===== config.mk =====
export PLATFORM = sky130hd
export DESIGN_NAME = otter_alu_arbiter
export DESIGN_NICKNAME = d
export VERILOG_FILES = /design/src/rtl/otter_alu_arbiter_pkg.sv /design/src/rtl/otter_alu_arbiter_alu.sv /design/src/rtl/otter_alu_arbiter.sv
export SDC_FILE = /design/constraint.sdc
export NUM_CORES = 1
export LEC_CHECK = 0
export ABC_CLOCK_PERIOD_IN_PS = 5200
export BUFFER_PORTS_ARGS = -buffer_cell sky130_fd_sc_hd__clkbuf_2
export CORE_MARGIN = 2
export CORE_UTILIZATION = 35
export CTS_CLUSTER_DIAMETER = 120
export CTS_CLUSTER_SIZE = 8
export DETAILED_ROUTE_END_ITERATION = 8
export PLACE_DENSITY = 0.59
export SLEW_MARGIN = 15
export SYNTH_ARGS = -nofsm -noshare
export SYNTH_HDL_FRONTEND = slang
export SYNTH_SLANG_ARGS = --single-unit

===== constraint.sdc =====
create_clock -name clk -period 5.2 [get_ports clk]
set_input_delay 0.26 -clock clk [delete_from_list [all_inputs] [get_ports clk]]
set_output_delay 0.26 -clock clk [all_outputs]
set_load 0.05 [all_outputs]

===== src/rtl/otter_alu_arbiter_pkg.sv =====
// Shared definitions for the OTTER ALU arbiter: ALU function codes, arbiter
// state encoding and the result the ALU produces for unknown function codes.
package otter_alu_arbiter_pkg;

    localparam int ALU_FUNC_W = 4;
    localparam int XLEN       = 32;

    localparam logic [ALU_FUNC_W-1:0] ALU_ADD      = 4'b0000;
    localparam logic [ALU_FUNC_W-1:0] ALU_SLL      = 4'b0001;
    localparam logic [ALU_FUNC_W-1:0] ALU_SLT      = 4'b0010;
    localparam logic [ALU_FUNC_W-1:0] ALU_SLTU     = 4'b0011;
    localparam logic [ALU_FUNC_W-1:0] ALU_XOR      = 4'b0100;
    localparam logic [ALU_FUNC_W-1:0] ALU_SRL      = 4'b0101;
    localparam logic [ALU_FUNC_W-1:0] ALU_OR       = 4'b0110;
    localparam logic [ALU_FUNC_W-1:0] ALU_AND      = 4'b0111;
    localparam logic [ALU_FUNC_W-1:0] ALU_SUB      = 4'b1000;
    localparam logic [ALU_FUNC_W-1:0] ALU_LUI_COPY = 4'b1001;
    localparam logic [ALU_FUNC_W-1:0] ALU_SRA      = 4'b1101;

    localparam logic [XLEN-1:0] ALU_DEFAULT_RESULT = 32'hDEADDEAD;

    typedef enum logic {
        ARB_IDLE = 1'b0,
        ARB_RESP = 1'b1
    } arb_state_t;

endpackage


===== src/rtl/otter_alu_arbiter_alu.sv =====
// Combinational OTTER ALU; unknown function codes yield ALU_DEFAULT_RESULT.
module otter_alu
    import otter_alu_arbiter_pkg::*;
(
    input  logic [XLEN-1:0]       src_a,
    input  logic [XLEN-1:0]       src_b,
    input  logic [ALU_FUNC_W-1:0] func,
    output logic [XLEN-1:0]       result
);

    logic [4:0] shamt;

    assign shamt = src_b[4:0];

    always_comb begin
        result = ALU_DEFAULT_RESULT;
        case (func)
            ALU_ADD:      result = src_a + src_b;
            ALU_SUB:      result = src_a - src_b;
            ALU_OR:       result = src_a | src_b;
            ALU_AND:      result = src_a & src_b;
            ALU_XOR:      result = src_a ^ src_b;
            ALU_SRL:      result = src_a >> shamt;
            ALU_SLL:      result = src_a << shamt;
            ALU_SRA:      result = $signed(src_a) >>> shamt;
            ALU_SLT:      result = {{(XLEN-1){1'b0}}, $signed(src_a) < $signed(src_b)};
            ALU_SLTU:     result = {{(XLEN-1){1'b0}}, src_a < src_b};
            ALU_LUI_COPY: result = src_a;
            default:      result = ALU_DEFAULT_RESULT;
        endcase
    end

endmodule


===== src/rtl/otter_alu_arbiter.sv =====
// Two-port arbiter sharing one otter_alu; the registered result is held until
// the owning port completes its response handshake.
module otter_alu_arbiter
    import otter_alu_arbiter_pkg::*;
#(
    parameter bit RR_EN = 1'b1,
    parameter int CNT_W = 32
) (
    input  logic                  clk,
    input  logic                  rst,
    input  logic                  req0_valid,
    output logic                  req0_ready,
    input  logic [XLEN-1:0]       req0_a,
    input  logic [XLEN-1:0]       req0_b,
    input  logic [ALU_FUNC_W-1:0] req0_func,
    input  logic                  req1_valid,
    output logic                  req1_ready,
    input  logic [XLEN-1:0]       req1_a,
    input  logic [XLEN-1:0]       req1_b,
    input  logic [ALU_FUNC_W-1:0] req1_func,
    output logic                  rsp0_valid,
    input  logic                  rsp0_ready,
    output logic                  rsp1_valid,
    input  logic                  rsp1_ready,
    output logic [XLEN-1:0]       rsp_result,
    output logic                  busy,
    output logic [CNT_W-1:0]      op_count
);

    arb_state_t            state;
    arb_state_t            next_state;
    logic                  owner;
    logic                  rr_ptr;
    logic                  grant;
    logic                  rsp_fire;
    logic                  accept_ok;
    logic                  accept;
    logic [XLEN-1:0]       alu_a;
    logic [XLEN-1:0]       alu_b;
    logic [ALU_FUNC_W-1:0] alu_func;
    logic [XLEN-1:0]       alu_result;

    assign busy       = (state == ARB_RESP);
    assign rsp0_valid = (state == ARB_RESP) && !owner;
    assign rsp1_valid = (state == ARB_RESP) && owner;
    assign rsp_fire   = owner ? (rsp1_valid && rsp1_ready) : (rsp0_valid && rsp0_ready);

    // A new request may enter when idle or on the same edge the held result drains.
    assign accept_ok = !rst && ((state == ARB_IDLE) || rsp_fire);

    always_comb begin
        grant = 1'b0;
        if (req0_valid && req1_valid) begin
            grant = RR_EN ? rr_ptr : 1'b0;
        end else if (req1_valid) begin
            grant = 1'b1;
        end
    end

    assign req0_ready = accept_ok && !grant;
    assign req1_ready = accept_ok && grant;
    assign accept     = (req0_valid && req0_ready) || (req1_valid && req1_ready);

    assign alu_a    = grant ? req1_a    : req0_a;
    assign alu_b    = grant ? req1_b    : req0_b;
    assign alu_func = grant ? req1_func : req0_func;

    otter_alu u_alu (
        .src_a  (alu_a),
        .src_b  (alu_b),
        .func   (alu_func),
        .result (alu_result)
    );

    always_comb begin
        next_state = state;
        if (accept) begin
            next_state = ARB_RESP;
        end else if (rsp_fire) begin
            next_state = ARB_IDLE;
        end
    end

    always_ff @(posedge clk or posedge rst) begin
        if (rst) begin
            state <= ARB_IDLE;
        end else begin
            state <= next_state;
        end
    end

    always_ff @(posedge clk or posedge rst) begin
        if (rst) begin
            owner      <= 1'b0;
            rr_ptr     <= 1'b0;
            rsp_result <= '0;
            op_count   <= '0;
        end else begin
            if (accept) begin
                owner      <= grant;
                rsp_result <= alu_result;
                if (RR_EN) begin
                    rr_ptr <= ~grant;
                end
            end
            if (rsp_fire) begin
                op_count <= op_count + CNT_W'(1);
            end
        end
    end

endmodule

* Word level (Yosys, flattened, before mapping)
Cells that the tools add are included.
** Word-level totals
- Bits in registers :: 67
- Input port bits :: 142
- Output and inout port bits :: 69
- Logic and storage cells :: 54
** Operators by class
- Add/subtract/negate cells :: 3
- Order comparisons :: 2
- Eq/ne operators :: 10
- Shift operators :: 3
- Multiplexer cells :: 9
- Bitwise logic cells :: 5
- Reductions and logical operators :: 17
** Operator list (number)
- $pmux 32 s11 :: 1
- $lt 32x32->1 :: 2
- $mux 32 :: 2
- $add 32x1->32 const B :: 1
- $add 32x32->32 :: 1
- $and 32x32->32 :: 1
- $or 32x32->32 :: 1
- $shl 32x5->32 :: 1
- $shr 32x5->32 :: 1
- $sshr 32x5->32 :: 1
- $sub 32x32->32 :: 1
- $xor 32x32->32 :: 1
- $eq 4x3->1 const B :: 4
- $eq 4x4->1 const B :: 3
- $logic_and 1x1->1 :: 10
- $eq 4x2->1 const B :: 2
- $mux 1 :: 5
- $eq 4x1->1 const B :: 1
- $logic_not 4->1 :: 1
- $mux 4 :: 1
- $logic_not 1->1 :: 3
- $logic_or 1x1->1 :: 2
- $not 1->1 :: 2
- $reduce_bool 2->1 :: 1

* Logic depth before layout (Yosys ltp)
- Word-level depth :: 10
- Gate-level depth with buffers :: 25

* By module
A second synthesis with hierarchy kept.
** Second synthesis, totals
- Cell total of the unflattened synthesis :: 1596
- Area, all modules :: 12662.1 um2
** By module, submodules not included
- otter_alu :: instances 1, cells each 1306, area each 8877.3 um2, seq. area each 0.0 um2
- otter_alu_arbiter :: instances 1, cells each 290, area each 3784.9 um2, seq. area each 1676.6 um2

* Least setup slack after synthesis
OpenSTA, ideal clock, no wires.
- Path kind :: register -> register
- Start :: register rr_ptr
- End :: register rsp_result[29]
- Library setup time :: 0.126 ns
- Data arrival time :: 4.742 ns
- Path slack :: 0.332 ns
- Stages on the path, launching flop included :: 23
- Cell sequence :: dfrtp_1 > and2b_4 > nor2_4 > buf_4 > buf_4 > buf_4 > buf_4 > buf_2 > buf_2 > buf_1 > nand2_1 > nand2_1 > ha_1 > a21oi_1 > o2111ai_1 > or3b_1 > a21oi_2 > o31ai_4 > a21oi_1 > o21ai_0 > a221oi_1 > o21ai_0 > a221o_1
** On the way
- Word-level cells in the longest chain between the ends :: 5
** RTL lines
- start, declared :: line otter_alu_arbiter.sv:33 : logic rr_ptr;
- start signal, assigned :: line otter_alu_arbiter.sv:103 : rr_ptr <= ~grant;
- $mux 1 (*) :: line otter_alu_arbiter.sv:53 : if (req0_valid && req1_valid) begin
- branches (longest 4 deep; another with $sub 32x32->32)
- end signal, assigned :: line otter_alu_arbiter.sv:101 : rsp_result <= alu_result;
- end, declared :: line otter_alu_arbiter.sv:25 : output logic [XLEN-1:0] rsp_result,
Mark *: on every way between the ends.
A chain may end at the register's enable or synchronous reset.

* Worst setup path in the final report
- Start :: register rr_ptr
- End :: register rsp_result[24]
Same word-level chain as after synthesis.

==> results.md <==
- Initial antenna violation count: 0
- Layout cells sized above 1: 17.5%
- Final Util: 40.4%
- Synth Instances: 2036
- Buf/Inv on CP: 1
- Seq/Total Area, Yosys: 11.9%
- CTS tree: yes
- Max VDD drop: 0.000144 V
- Setup Fix Bufs, Post-CTS: 0
- Endpoints failing setup: 0
- Pre-CTS setup slack: 349 ps
- Ys async rst share: 100%
- First-pass GRT wire length: 97700 um
- Main area contributors after synthesis: dfrtp_1, ha_1, mux2i_1, nand2_1, a21oi_1
- HP Class: in -> async
- Slew margin rel.: 26.1%
- Hold buffer count at CTS: 0
- Cell internal pwr: 2.27 mW
- Ys flop type: dfrtp_1
- Synth top cells by count: nand2_1, a21oi_1, nor2_1, o21ai_0, mux2i_1
- Grt total ovfl: 0
- Min Hold Slack: -7.37 ps
- Router iterations before antenna repair: 6
- Worst-Skew Late Latency: 360 ps
- Syn Area/Cell: 6.91 um2
- Critical path's top delay family: compound AO/OA/AOI/OAI gates
- Tot GR Track Use: 30.5%
- Area grow syn2layout: 14.0%
- Vias: 16883
- Final Slew Violations: 0
- Number of global-route vias before repair: 15686
- Final Hold Vio Count: 23
- Failing checks: hold timing
- Final setup margin: 367 ps
- Sequential share of power: 14.3%
- Maximum clock rate: 207 MHz
- WS Path Type: reg -> reg
- Fill count: 4256
- Crit path max fanout: 10
- CTS root buf: clkbuf_16
- Outcome: finished with violations
- Final GP Congestion: 1.04
- CP required: 5440 ps
- DRC: 0
- Fin crit share: 92.9%
- Synth warnings: 0
- CP Launch Type: flop
- Slowest-stage cell, CP: o31ai_1
- Logic pwr share: 73.4%
- Horiz. Die Dim: 205 um
- Core area: 39700 um2
- CTS H-tree lvls: 3
- DRT antenna net count: 0
- DR WL/cell: 24.0 um
- Clock share of power: 12.4%
- Synth area leader: dfrtp_1
- Data arrival, critical path: 5070 ps
- Leak: 7.33 nW
- Slowest stage delay, CP: 500 ps
- Critical path endpoint category: flop
- Cell variety after synth: 92
- Largest net degree at the start of global routing: 72
- Worst Skew: 14.9 ps
- Cells along the critical path: and2b_4 -> nor2_4 -> mux2i_1 -> inv_1 -> fa_1 -> a21o_1 -> a21o_1 -> a21o_1 -> a311oi_2 -> o21ai_1 -> o31ai_1 -> nor2_1 -> a21oi_1 -> o22a_1 -> a21oi_1 -> o31a_1
- Number of clock buffers inserted by TritonCTS: 9
- Clk sinks: 67
- Most frequent CP cell: a21o_1
- Fin Setup TNS: 0 ps
- Power per standard cell area: 328 nW/um2
- Die area: 41800 um2
- RSZ-0062 raised after global routing: false
- IO Pins: 211
- Layout Nets: 2433
- Number of synthesized flops with an enable pin: 0
- Mapped Nets: 2283
- Die Y-Extent: 205 um
- Total Wirelength: 65200 um
- CTS max path bufs: 2
- Switching pwr: 3.00 mW
- Most common cell in the netlist: nand2_1
- Tmin final: 4830 ps
- Detail-routed via count per cell: 6.22
- DPL Wire Length: 51400 um
- Yosys reg bits: 67
- Switching share of power: 57.0%
- N_diodes: 0
- IO Port Bufs: 210
- Max-cap violations: 0
- First DRT Iteration DRCs: 2221
- Synthesized cell area: 14100 um2
- Worst Max-Slew Pin Slew: 1110 ps
- Cell Rows: 73
- Clock edge transition at the registers on the reported setup and hold paths: 70 ps
- Starting density of the core: 35.4%
- Post-synth top area share: 11.9%
- Post-CTS resize count: 0
state kept, by name, summed over array words and instances (netlist names):
name,count
busy,1
op_count,32
owner,1
rr_ptr,1
rsp_result,32
power groups by stage:
stage / Clock (mW) / Sequential [mW] / Combinational (mW)
4_1_cts: 0.672 / 0.754 / 3.78
6_report: 0.652 / 0.750 / 3.86
3_3_place_gp: 0 / 0.757 / 3.76
3_5_place_dp: 0 / 0.763 / 3.76
5_1_grt: 0.688 / 0.769 / 4.14
2_1_floorplan: 0 / 1.14 / 2.24
cell usage in the layout (no fill, tap or decap), types with 33 or more instances in the layout:
cell      Yosys  routed
a21oi_1     205     205
buf_4        14      77
clkbuf_2      0     210
dfrtp_1      67      67
ha_1        103     103
inv_1        96      95
mux2_2       37      37
mux2i_1     123     122
nand2_1     306     306
nand3_1      50      50
nor2_1      160     160
nor2b_1      38      38
o21ai_0     129     129
o22ai_1      33      33
kinds of logic after synthesis:
| kind of cell | after synthesis | synth area share [%] |
|---|---|---|
| AOI/OAI and AO/OA | 705 | 33.2 |
| xor gates and xnor gates | 39 | 2.43 |
| buffers and inverters | 252 | 7.89 |
| and+or+nand+nor | 703 | 22.7 |
| DFF | 67 | 11.9 |
| adders and majority gates | 105 | 9.44 |
| muxes | 165 | 12.4 |
per-stage QoR:
step	instance area, um2	std cells	total power, mW
4_1_cts	16000	2715	5.20
3_5_place_dp	15700	2700	4.52
5_1_grt	16000	2715	5.60
2_1_floorplan	14100	2036	3.38
6_report	16000	2715	5.27
3_3_place_gp	15700	2700	4.52
final timing paths:
| kind | depth (start not counted) | slack, ps | end | start |
|---|---|---|---|---|
| max | 16 | 370 | rsp_result[24]$_DFFE_PP0P_ | rr_ptr$_DFFE_PP0P_ |
| min | 2 | -7 | rsp_result[4]$_DFFE_PP0P_ | rst |
| max reg2reg | 16 | 370 | rsp_result[24]$_DFFE_PP0P_ | rr_ptr$_DFFE_PP0P_ |
| min reg2reg | 1 | 470 | op_count[31]$_DFFE_PP0P_ | op_count[31]$_DFFE_PP0P_ |
| max in group asynchronous | 3 | 4180 | rsp_result[24]$_DFFE_PP0P_ | rst |
| min in group clk | 4 | 260 | busy$_DFFE_PP0P_ | rsp0_ready |
layout make-up:
class / instances / area (um2) / area share (%)
clock inverter: 5 / 61.3 / 0.382
sequential: 67 / 1680 / 10.5
clock buffer: 10 / 239 / 1.49
inverter: 100 / 377 / 2.35
timing repair buffer: 291 / 1710 / 10.7
multi-input combinational: 1717 / 11300 / 70.6
tap: 525 / 657 / 4.10
per-layer routing:
metal / track usage, % / part of all wire (%) / up-vias
met4: 11.8 / 4.0 / 0
met3: 4.58 / 9.1 / 141
met2: 46.4 / 43 / 957
li1: - / - / 7762
met5: 0 / 0 / -
met1: 43.0 / 44 / 8023
worst reg2reg max path: cells and delay by family (launching register included):
kind / cells / cell delay, ps
DFF: 1 / 390
buffers and inverters: 1 / 220
adders and majority gates: 1 / 480
AOI/OAI and AO/OA: 10 / 2530
muxes: 1 / 440
and+or+nand+nor: 3 / 650
(Power assumes the default switching activity.)
